==> config.mk <==
export PLATFORM = sky130hd
export DESIGN_NAME = dmem_arbiter_flat
export DESIGN_NICKNAME = d
export VERILOG_FILES = /design/src/rtl/dmem_arbiter_if.sv /design/src/rtl/dmem_arbiter.sv /design/src/flat_wrapper.sv
export SDC_FILE = /design/constraint.sdc
export NUM_CORES = 1
export LEC_CHECK = 0
export ABC_AREA = 0
export BUFFER_PORTS_ARGS = -buffer_cell sky130_fd_sc_hd__buf_2
export CAP_MARGIN = 40
export CORE_UTILIZATION = 55
export CTS_BUF_LIST = sky130_fd_sc_hd__clkbuf_8
export DETAILED_ROUTE_END_ITERATION = 10
export PLACE_DENSITY = 0.87
export SLEW_MARGIN = 25
export SYNTH_ARGS = -nofsm -noshare
export SYNTH_HDL_FRONTEND = slang
export SYNTH_SLANG_ARGS = --single-unit
export TNS_END_PERCENT = 30
==> constraint.sdc <==
create_clock -name g_clk -period 3.05 [get_ports g_clk]
set_clock_uncertainty 0.05 [all_clocks]
set_input_delay 0.4575 -clock g_clk [delete_from_list [all_inputs] [get_ports g_clk]]
set_output_delay 0.4575 -clock g_clk [all_outputs]
set_load 0.03 [all_outputs]
==> src/rtl/dmem_arbiter_if.sv <==
// Bus bundle between the data-RAM arbiter, its two requesters and the RAM.
// slave = arbiter view, master = requesters/RAM environment view.
interface dmem_arbiter_if;
   logic       p_req;
   logic       p_we;
   logic [7:0] p_addr;
   logic [7:0] p_wdata;
   logic [7:0] p_rdata;
   logic       p_odv;
   logic       x_hs_in;
   logic       x_we;
   logic [7:0] x_addr;
   logic [7:0] x_wdata;
   logic [7:0] x_rdata;
   logic       x_hs_out;
   logic [7:0] m_addr;
   logic       m_rd;
   logic       m_wr;
   logic [7:0] m_wdata;
   logic [7:0] m_rdata;
   logic       x_forced;

   modport slave (
      input  p_req, p_we, p_addr, p_wdata, x_hs_in, x_we, x_addr, x_wdata, m_rdata,
      output p_rdata, p_odv, x_rdata, x_hs_out, m_addr, m_rd, m_wr, m_wdata, x_forced
   );

   modport master (
      output p_req, p_we, p_addr, p_wdata, x_hs_in, x_we, x_addr, x_wdata, m_rdata,
      input  p_rdata, p_odv, x_rdata, x_hs_out, m_addr, m_rd, m_wr, m_wdata, x_forced
   );
endinterface

==> src/rtl/dmem_arbiter.sv <==
// Single-port data RAM arbiter: pipeline stage three (priority) versus the
// asynchronous 4-phase external port, with a starvation override for the latter.
module dmem_arbiter #(
   parameter int unsigned RD_LAT      = 1,
   parameter int unsigned STARVE_MAX  = 8,
   parameter int unsigned SYNC_STAGES = 2
) (
   input  logic           g_clk,
   input  logic           g_clr,
   dmem_arbiter_if.slave  bus
);

   typedef enum logic [2:0] {IDLE, P_ACC, P_WAIT, P_DONE, X_ACC, X_WAIT, X_DONE} state_t;

   localparam logic [1:0] LAT_LAST = 2'(RD_LAT - 1);
   localparam logic [7:0] CNT_MAX  = 8'(STARVE_MAX);

   state_t                 state, state_nxt;
   logic [SYNC_STAGES-1:0] x_sync;
   logic                   xs;
   logic [7:0]             starve_cnt;
   logic [1:0]             lat_cnt;
   logic                   lat_last;
   logic                   op_we;
   logic                   x_wd;
   logic                   x_keep;
   logic                   x_active;
   logic                   grant_p, grant_x, forced;

   assign xs       = x_sync[SYNC_STAGES-1];
   assign lat_last = (lat_cnt == LAT_LAST);
   // A withdrawal seen at any point of the X access suppresses the acknowledge.
   assign x_keep   = xs && !x_wd;
   assign x_active = (state == X_ACC) || (state == X_WAIT) || (state == X_DONE);
   assign bus.p_odv = !bus.p_req || (state == P_DONE);

   always_comb begin
      state_nxt = state;
      grant_p   = 1'b0;
      grant_x   = 1'b0;
      forced    = 1'b0;
      case (state)
         IDLE: begin
            if (xs && (!bus.p_req || starve_cnt == CNT_MAX)) begin
               grant_x   = 1'b1;
               forced    = bus.p_req;
               state_nxt = X_ACC;
            end else if (bus.p_req) begin
               grant_p   = 1'b1;
               state_nxt = P_ACC;
            end
         end
         P_ACC:  state_nxt = op_we ? P_DONE : P_WAIT;
         P_WAIT: if (lat_last) state_nxt = P_DONE;
         P_DONE: state_nxt = IDLE;
         X_ACC: begin
            if (op_we) state_nxt = x_keep ? X_DONE : IDLE;
            else       state_nxt = X_WAIT;
         end
         X_WAIT: if (lat_last) state_nxt = x_keep ? X_DONE : IDLE;
         X_DONE: if (!xs) state_nxt = IDLE;
         default: state_nxt = IDLE;
      endcase
   end

   always_ff @(posedge g_clk) begin
      if (g_clr) begin
         state        <= IDLE;
         x_sync       <= '0;
         starve_cnt   <= '0;
         lat_cnt      <= '0;
         op_we        <= 1'b0;
         x_wd         <= 1'b0;
         bus.m_addr   <= '0;
         bus.m_rd     <= 1'b0;
         bus.m_wr     <= 1'b0;
         bus.m_wdata  <= '0;
         bus.p_rdata  <= '0;
         bus.x_rdata  <= '0;
         bus.x_hs_out <= 1'b0;
         bus.x_forced <= 1'b0;
      end else begin
         state        <= state_nxt;
         x_sync       <= {x_sync[SYNC_STAGES-2:0], bus.x_hs_in};
         bus.m_rd     <= 1'b0;
         bus.m_wr     <= 1'b0;
         bus.x_forced <= forced;
         bus.x_hs_out <= (state_nxt == X_DONE);

         if (grant_x || !xs)
            starve_cnt <= '0;
         else if (!x_active && starve_cnt != CNT_MAX)
            starve_cnt <= starve_cnt + 8'd1;

         if (grant_x)
            x_wd <= 1'b0;
         else if ((state == X_ACC || state == X_WAIT) && !xs)
            x_wd <= 1'b1;

         if (state == P_WAIT || state == X_WAIT) lat_cnt <= lat_cnt + 2'd1;
         else                                    lat_cnt <= '0;

         // Strobes are launched on the grant edge so they are live in the *_ACC cycle.
         if (grant_p) begin
            op_we      <= bus.p_we;
            bus.m_addr <= bus.p_addr;
            bus.m_wr   <= bus.p_we;
            bus.m_rd   <= !bus.p_we;
            if (bus.p_we) bus.m_wdata <= bus.p_wdata;
         end
         if (grant_x) begin
            op_we      <= bus.x_we;
            bus.m_addr <= bus.x_addr;
            bus.m_wr   <= bus.x_we;
            bus.m_rd   <= !bus.x_we;
            if (bus.x_we) bus.m_wdata <= bus.x_wdata;
         end

         if (state == P_WAIT && lat_last) bus.p_rdata <= bus.m_rdata;
         if (state == X_WAIT && lat_last) bus.x_rdata <= bus.m_rdata;
      end
   end

endmodule

==> src/flat_wrapper.sv <==
// flat-port wrapper written by rule: the top's interface ports become plain ports
module dmem_arbiter_flat 
#(
   parameter int unsigned RD_LAT      = 1,
   parameter int unsigned STARVE_MAX  = 8,
   parameter int unsigned SYNC_STAGES = 2
)
  (g_clk, g_clr, bus_p_req, bus_p_we, bus_p_addr, bus_p_wdata, bus_x_hs_in, bus_x_we, bus_x_addr, bus_x_wdata, bus_m_rdata, bus_p_rdata, bus_p_odv, bus_x_rdata, bus_x_hs_out, bus_m_addr, bus_m_rd, bus_m_wr, bus_m_wdata, bus_x_forced);
  dmem_arbiter_if bus_i ();
  input  logic g_clk;
  input  logic g_clr;
  input wire logic [$bits(bus_i.p_req)-1:0] bus_p_req;
  input wire logic [$bits(bus_i.p_we)-1:0] bus_p_we;
  input wire logic [$bits(bus_i.p_addr)-1:0] bus_p_addr;
  input wire logic [$bits(bus_i.p_wdata)-1:0] bus_p_wdata;
  input wire logic [$bits(bus_i.x_hs_in)-1:0] bus_x_hs_in;
  input wire logic [$bits(bus_i.x_we)-1:0] bus_x_we;
  input wire logic [$bits(bus_i.x_addr)-1:0] bus_x_addr;
  input wire logic [$bits(bus_i.x_wdata)-1:0] bus_x_wdata;
  input wire logic [$bits(bus_i.m_rdata)-1:0] bus_m_rdata;
  output wire logic [$bits(bus_i.p_rdata)-1:0] bus_p_rdata;
  output wire logic [$bits(bus_i.p_odv)-1:0] bus_p_odv;
  output wire logic [$bits(bus_i.x_rdata)-1:0] bus_x_rdata;
  output wire logic [$bits(bus_i.x_hs_out)-1:0] bus_x_hs_out;
  output wire logic [$bits(bus_i.m_addr)-1:0] bus_m_addr;
  output wire logic [$bits(bus_i.m_rd)-1:0] bus_m_rd;
  output wire logic [$bits(bus_i.m_wr)-1:0] bus_m_wr;
  output wire logic [$bits(bus_i.m_wdata)-1:0] bus_m_wdata;
  output wire logic [$bits(bus_i.x_forced)-1:0] bus_x_forced;
  assign bus_i.p_req = bus_p_req;
  assign bus_i.p_we = bus_p_we;
  assign bus_i.p_addr = bus_p_addr;
  assign bus_i.p_wdata = bus_p_wdata;
  assign bus_i.x_hs_in = bus_x_hs_in;
  assign bus_i.x_we = bus_x_we;
  assign bus_i.x_addr = bus_x_addr;
  assign bus_i.x_wdata = bus_x_wdata;
  assign bus_i.m_rdata = bus_m_rdata;
  assign bus_p_rdata = bus_i.p_rdata;
  assign bus_p_odv = bus_i.p_odv;
  assign bus_x_rdata = bus_i.x_rdata;
  assign bus_x_hs_out = bus_i.x_hs_out;
  assign bus_m_addr = bus_i.m_addr;
  assign bus_m_rd = bus_i.m_rd;
  assign bus_m_wr = bus_i.m_wr;
  assign bus_m_wdata = bus_i.m_wdata;
  assign bus_x_forced = bus_i.x_forced;
  dmem_arbiter #(.RD_LAT(RD_LAT), .STARVE_MAX(STARVE_MAX), .SYNC_STAGES(SYNC_STAGES)) u_core (.g_clk(g_clk), .g_clr(g_clr), .bus(bus_i));
endmodule
==> metrics.txt, run 1 <==
status=completed; sequential share of power=0.529; syn nets=319; CTS tree=yes; Max VDD drop=~0.35 mV; minimum clock period=approximately 2300 ps; Skew-Pair Late Insertion Delay=approximately 300 ps; Yosys top cell area share=0.453; DP Area=2770 um2; Non-Filler Instances=398; Achievable Freq=427 MHz; Cells after Synth=between 200 and 300; Pwr per Cell Area=between 500 and 600 nW/um2; Synth async-reset ratio=0; antenna viol nets, final=0; Wirelength per Cell=between 10 and 15 um; largest net degree at the start of global routing=30; wire length on met1=~2400 um; # diodes=0; Root Driver=clkbuf_8; Sw Share=0.317; nets@finish=a little under 400; Final Total Pwr=roughly 1.5 mW; Max FO, Critical Path=12; Slew @ Worst Pin=between 700 and 800 ps; Final HPWL DP=between 3000 and 4000 um; DR DRC count=0; P_int=1.01 mW; register area share after synthesis=0.453; initial antenna violation count=0; post-cts resize count=0; sequential standard cell area=~1100 um2; Critical Path RT=2540 ps; met2 wire length=2390 um; H-tree levels=2; FF+latch count, synth=53; arrival time worst endpoint=roughly 1800 ps; Post-synth EDFFs=0; most frequent cells in the layout=82 x buf_2, 59 x nand2_1, 53 x dfxtp_1, 21 x a21oi_1, 20 x nor3_1; die area=4530 um2; register clock-pin slew on the reported worst setup and hold paths=roughly 100 ps; Tot GR Track Use=0.236; final worst path period share=0.769; Comb power frac=0.208; crit path launch type=register; I/O pins=83; top cells by area, synth=dfxtp_1 45%, nand2_1 9.4%, a21oi_1 4.5%, nor3_1 4.3%, mux2i_1 3.8%; CTS Buf Count=5; Clock Power Share=0.263; final wirelength=between 5000 and 6000 um; Switch Pwr=about 0.47 mW; most common cell after layout, fill and taps aside=buf_2; Buffers on Ports=a little over 80; syn_area_per_cell=~8.7 um2; fin area=roughly 2900 um2; Synth cell types=42; clk buf depth=2; cell accounting for the most synthesized area=dfxtp_1; Max Used Layer=met4; Die H=67.3 um; Most used DFF post-synth=dfxtp_1; final hold slack=between 300 and 400 ps; HP Class=in2reg; area grow syn2layout=21.6%; Crit. End Element=output port; Multi-input gate area=around 1200 um2; Starting Density=0.578; via/cell ratio=5.50; final hold vios=0; Pins Over Slew Limit=0; worst setup path class=reg2out; drt pass-1 iters=4; final critical-path setup slack=just over 700 ps; first-pass GRT wire length=about 8100 um; # setup viols final=0; unrepaired setup endpoints after global routing=false; Congestion Overflow GR=0; core area=just over 4000 um2; FILL cells=320; CTS Hold Bufs=0; Lkg Pwr=about 1.2 nW; Sink Count=53; global placement routability congestion=between 0.9 and 1; share of cells above drive strength 1=0.284; Row Count=23; setup bufs post-CTS=0; synthesized cell area=~2300 um2; Die X=a little under 70 um; Synth Warn #=0; DP Worst Slack=just under 900 ps; placed insts=approximately 400; Relative slew margins=0.484; drt initial violations=110; max-cap violation count=0; DR WL met3=271 um; vias in the first global route=1,812; via count=about 2,200; Setup TNS=0 ps; final core occ=0.703
-- cell usage after synthesis (2+ instances only) --
cell      count
mux2i_1       9
a21oi_1      21
nand3_1       6
nor2b_1       4
a31oi_1       3
buf_2         3
clkbuf_1      9
nor4b_4       2
nor3_1       20
a211oi_1     12
xnor2_1       6
a221oi_1      3
nand2b_1      2
dfxtp_1      53
o21ai_0       3
nor2_1       12
ha_1          3
a211o_1       2
a311oi_1      8
nand2_1      59
inv_1         9
-- power by group through the flow --
stage	combinational, mW	clock (mW)	sequential [mW]
2_1_floorplan	0.164	0	0.843
5_1_grt	0.336	0.420	0.784
3_3_place_gp	0.302	0	0.792
4_1_cts	0.308	0.394	0.778
6_report	0.307	0.387	0.779
3_5_place_dp	0.308	0	0.793
-- path summary, 6_finish.rpt --
| kind | cells after the start | to | startpoint | slack (ps) |
|---|---|---|---|---|
| min reg2reg | 1 | u_core.lat_cnt[0]$_SDFF_PP0_ | u_core.lat_cnt[0]$_SDFF_PP0_ | 390 |
| max | 3 | bus_p_odv | u_core.state[1]$_SDFF_PP0_ | 710 |
| min | 2 | u_core.x_sync[0]$_SDFF_PP0_ | bus_x_hs_in | 320 |
| max reg2reg | 6 | u_core.bus.m_wdata[6]$_SDFF_PP0_ | u_core.starve_cnt[0]$_SDFFE_PP0P_ | 880 |
-- critical path, stage by stage (launching register included) --
cell and delay (ps):
dfxtp_1 650, inv_1 220, o31ai_1 400, buf_2 270
-- layout make-up --
class,count,area share
timing repair buffer,83,0.147
multi-input combinational,195,0.417
tap,50,0.0219
clock buffer,5,0.0241
sequential,53,0.372
inverter,9,0.0118
clock inverter,3,0.00614
-- metal layers --
metal | vias to the layer above | global-route usage
met1 | 992 | 0.301
li1 | 1107 | -
met5 | - | 0
met4 | 0 | 0.114
met2 | 84 | 0.375
met3 | 7 | 0.0541
-- sequential cells by signal, summed over array words and instances, names as in the netlist --
register and cells:
u_core.bus.m_addr 8, u_core.bus.m_rd 1, u_core.bus.m_wdata 8, u_core.bus.m_wr 1
u_core.bus.p_rdata 8, u_core.bus.x_forced 1, u_core.bus.x_hs_out 1, u_core.bus.x_rdata 8
u_core.lat_cnt 2, u_core.op_we 1, u_core.starve_cnt 8, u_core.state 3
u_core.x_sync 2, u_core.x_wd 1
-- kinds of logic after synthesis --
family          count (synthesis)  share of synthesized area
simple gates                  116                      0.250
compound gates                 60                      0.177
flops                          53                      0.453
buf+inv                        22                     0.0400
mux                             9                     0.0384
xor+xnor                        7                     0.0261
fa+ha+maj                       3                     0.0160
Power figures use the tool's default switching activity.
==> run 2, diff against run 1 <==
- ABC_AREA: 0 -> 1
- CORE_UTILIZATION: 55 -> 47
- PLACE_DENSITY: 0.87 -> 0.79
- clock period: 3.05 -> 2.1 ns (I/O delays scaled with it)
==> run 2 against run 1 <==
Cell count grew 23%. Worst hold slack got worse by 160 ps. Die area is 20% higher. Highest routed layer unchanged.
==> metrics.txt, run 2 <==
status=completed; initial antenna violation count=0; first-pass GRT wire length=~9000 um; register clock-pin slew on the reported worst setup and hold paths=90 ps; arrival time worst endpoint=1900 ps; worst reg2reg path depth=11; vias in the first global route=2,019; Post-synth top cells=73 x nand2_1, 53 x dfxtp_1, 53 x nor2_1, 39 x nand3_1, 34 x inv_1; Synth cell types=30; Most common cell on crit path=nand2_1; Congestion Overflow GR=0; Slew @ Worst Pin=between 400 and 500 ps; Switch Pwr=0.700 mW; Root Driver=clkbuf_8; register area share after synthesis=0.438; Wirelength per Cell=about 11 um; Cells after Synth=~340; via count=around 2,300; Starting Density=0.500; largest net degree at the start of global routing=25; syn nets=a little under 400; Max VDD drop=roughly 0.5 mV; Setup TNS=0 ps; most common cell after layout, fill and taps aside=buf_2; Most used DFF post-synth=dfxtp_1; clk buf depth=2; Die H=73.8 um; Row Count=25; Max FO, Critical Path=7; R2R Path End=u_core.bus.m_wdata[6]$_SDFF_PP0_; most frequent cell after synthesis=nand2_1; slowest stage cell, crit path=dfxtp_1; sequential share of power=0.461; P_int=1.72 mW; nets@finish=470; Crit. End Element=register; met2 wire length=2480 um; top cells by area, synth=dfxtp_1 44%, nand2_1 11%, nor2_1 8.2%, nand3_1 8.0%, inv_1 5.3%; core area=between 4000 and 5000 um2; Non-Filler Instances=between 400 and 500; drt pass-1 iters=4; Synth Area in XOR/XNOR=0.0181; CTS tree=yes; CP Cell Sequence=inv_1, ha_1, nand3_2, o21ai_2, nand2_1, buf_4, nand3_1, nand2_1, nand3_1, nand2_1, inv_1; hold depth=3; worst reg2reg setup slack=between 300 and 400 ps; Hold Path End=u_core.x_sync[0]$_SDFF_PP0_; mux share of post-synthesis cell area=0.0279; cell accounting for the most synthesized area=dfxtp_1; largest family of logic cells by synthesized area=simple AND/OR/NAND/NOR gates; Pwr per Cell Area=between 700 and 800 nW/um2; Die X=approximately 74 um; final wirelength=~5500 um; wire length on met1=2650 um; Yosys top cell area share=0.438; global placement routability congestion=about 0.83; Skew-Pair Late Insertion Delay=roughly 300 ps; # diodes=0; Comb power frac=0.210; # setup viols final=0; area grow syn2layout=25.1%; adder-cell area share of the yosys netlist=0.0155; Final Total Pwr=~2.4 mW; Relative slew margins=0.728; CTS Hold Bufs=0; Synth Area in Simple Gates=0.328; synthesized cell area=between 2000 and 2500 um2; worst setup path class=reg2reg; Clock Power Share=0.329; H-tree levels=2; Synth async-reset ratio=0; Max Used Layer=met4; Buffers on Ports=82; DR WL met3=~320 um; via/cell ratio=4.78; post-cts resize count=0; CTS Buf Count=5; final worst path period share=0.827; Critical Path RT=between 2000 and 2500 ps; HP Start=bus_x_hs_in; DR DRC count=0; most frequent cells in the layout=82 x buf_2, 73 x nand2_1, 53 x nor2_1, 53 x dfxtp_1, 39 x nand3_1; antenna viol nets, final=0; syn_area_per_cell=7.17 um2; FF-to-FF Start=u_core.starve_cnt[0]$_SDFFE_PP0P_; FF+latch count, synth=53; die area=5450 um2; max-cap violation count=0; share of cells above drive strength 1=0.263; Synth Warn #=0; unrepaired setup endpoints after global routing=false; crit path launch type=register; post-synthesis compound-gate area fraction=0.0888; HP Class=in2reg; Sink Count=53; I/O pins=83; Sw Share=0.289; final hold vios=0; Final HPWL DP=approximately 4000 um; Achievable Freq=576 MHz; Post-synth EDFFs=0; Tot GR Track Use=0.214; Lkg Pwr=1.49 nW; minimum clock period=approximately 1700 ps; placed insts=480; Pins Over Slew Limit=0; drt initial violations=roughly 140; CP max stage delay=around 380 ps
## run 2: power by group through the flow
stage	sequential (mW)	combinational, mW	clock, mW
3_5_place_dp	1.14	0.509	0
5_1_grt	1.12	0.570	0.855
2_1_floorplan	1.24	0.254	0
3_3_place_gp	1.14	0.503	0
6_report	1.12	0.509	0.795
4_1_cts	1.12	0.512	0.816
## run 2: area by class of cell
cell class              count  area [um2]
fillers                   436        1820
multi-input cells         236        1160
flip-flops and latches     53        1060
repair buffers             88         455
inverters                  37         139
well taps                  67        83.8
clock buffers               5        68.8
clock inverters             3        65.1
## run 2: worst max-delay path, delay by kind of cell (launching register included)
family                     cells  cell delay (ps)
and+or+nand+nor                6              630
DFF                            1              380
buffers and inverters          3              300
adders and majority gates      1              200
AOI/OAI and AO/OA              1               80
## run 2: repair_timing
| item | in CTS | in global routing |
|---|---|---|
| buffers inserted | 0 | 1 |
| setup endpoints to repair | 0 | 7 |
| endpoints found under the hold margin | 0 | 0 |
## run 2: worst max path at each step
stage | slack [ps] | startpoint | to
floorplan | 560 | u_core.state[1]$_SDFF_PP0_ | bus_p_odv
global placement | 290 | u_core.starve_cnt[0]$_SDFFE_PP0P_ | u_core.bus.m_wdata[3]$_SDFF_PP0_
detailed placement | 170 | u_core.starve_cnt[0]$_SDFFE_PP0P_ | u_core.bus.m_wdata[3]$_SDFF_PP0_
CTS | 110 | u_core.starve_cnt[0]$_SDFFE_PP0P_ | u_core.bus.m_wdata[2]$_SDFF_PP0_
global route | 160 | u_core.state[2]$_SDFF_PP0_ | u_core.bus.m_wdata[4]$_SDFF_PP0_
finish | 360 | u_core.starve_cnt[0]$_SDFFE_PP0P_ | u_core.bus.m_wdata[6]$_SDFF_PP0_
## run 2: metrics by stage
step | utilization | setup slack, ps | instance area [um2] | hold WS, ps
floorplan | - | 562 | 2420 | 338
global route | 0.626 | 165 | 3030 | 186
finish | 0.626 | 364 | 3030 | 161
CTS | 0.624 | 109 | 3030 | 150
detailed placement | 0.596 | 169 | 2890 | 353
global placement | 0.596 | 291 | 2890 | 346
## run 2: routing by layer
metal / GRT usage / up-vias
li1: - / 1248
met1: 0.282 / 1003
met2: 0.350 / 81
met3: 0.0466 / 5
met4: 0.0641 / 0
met5: 0 / -
## run 2: cell families after synthesis
logic type,Yosys count
adders and majority gates,3
xor gates and xnor gates,5
AOI/OAI and AO/OA,40
DFF,53
buffers and inverters,49
and+or+nand+nor,182
muxes,6
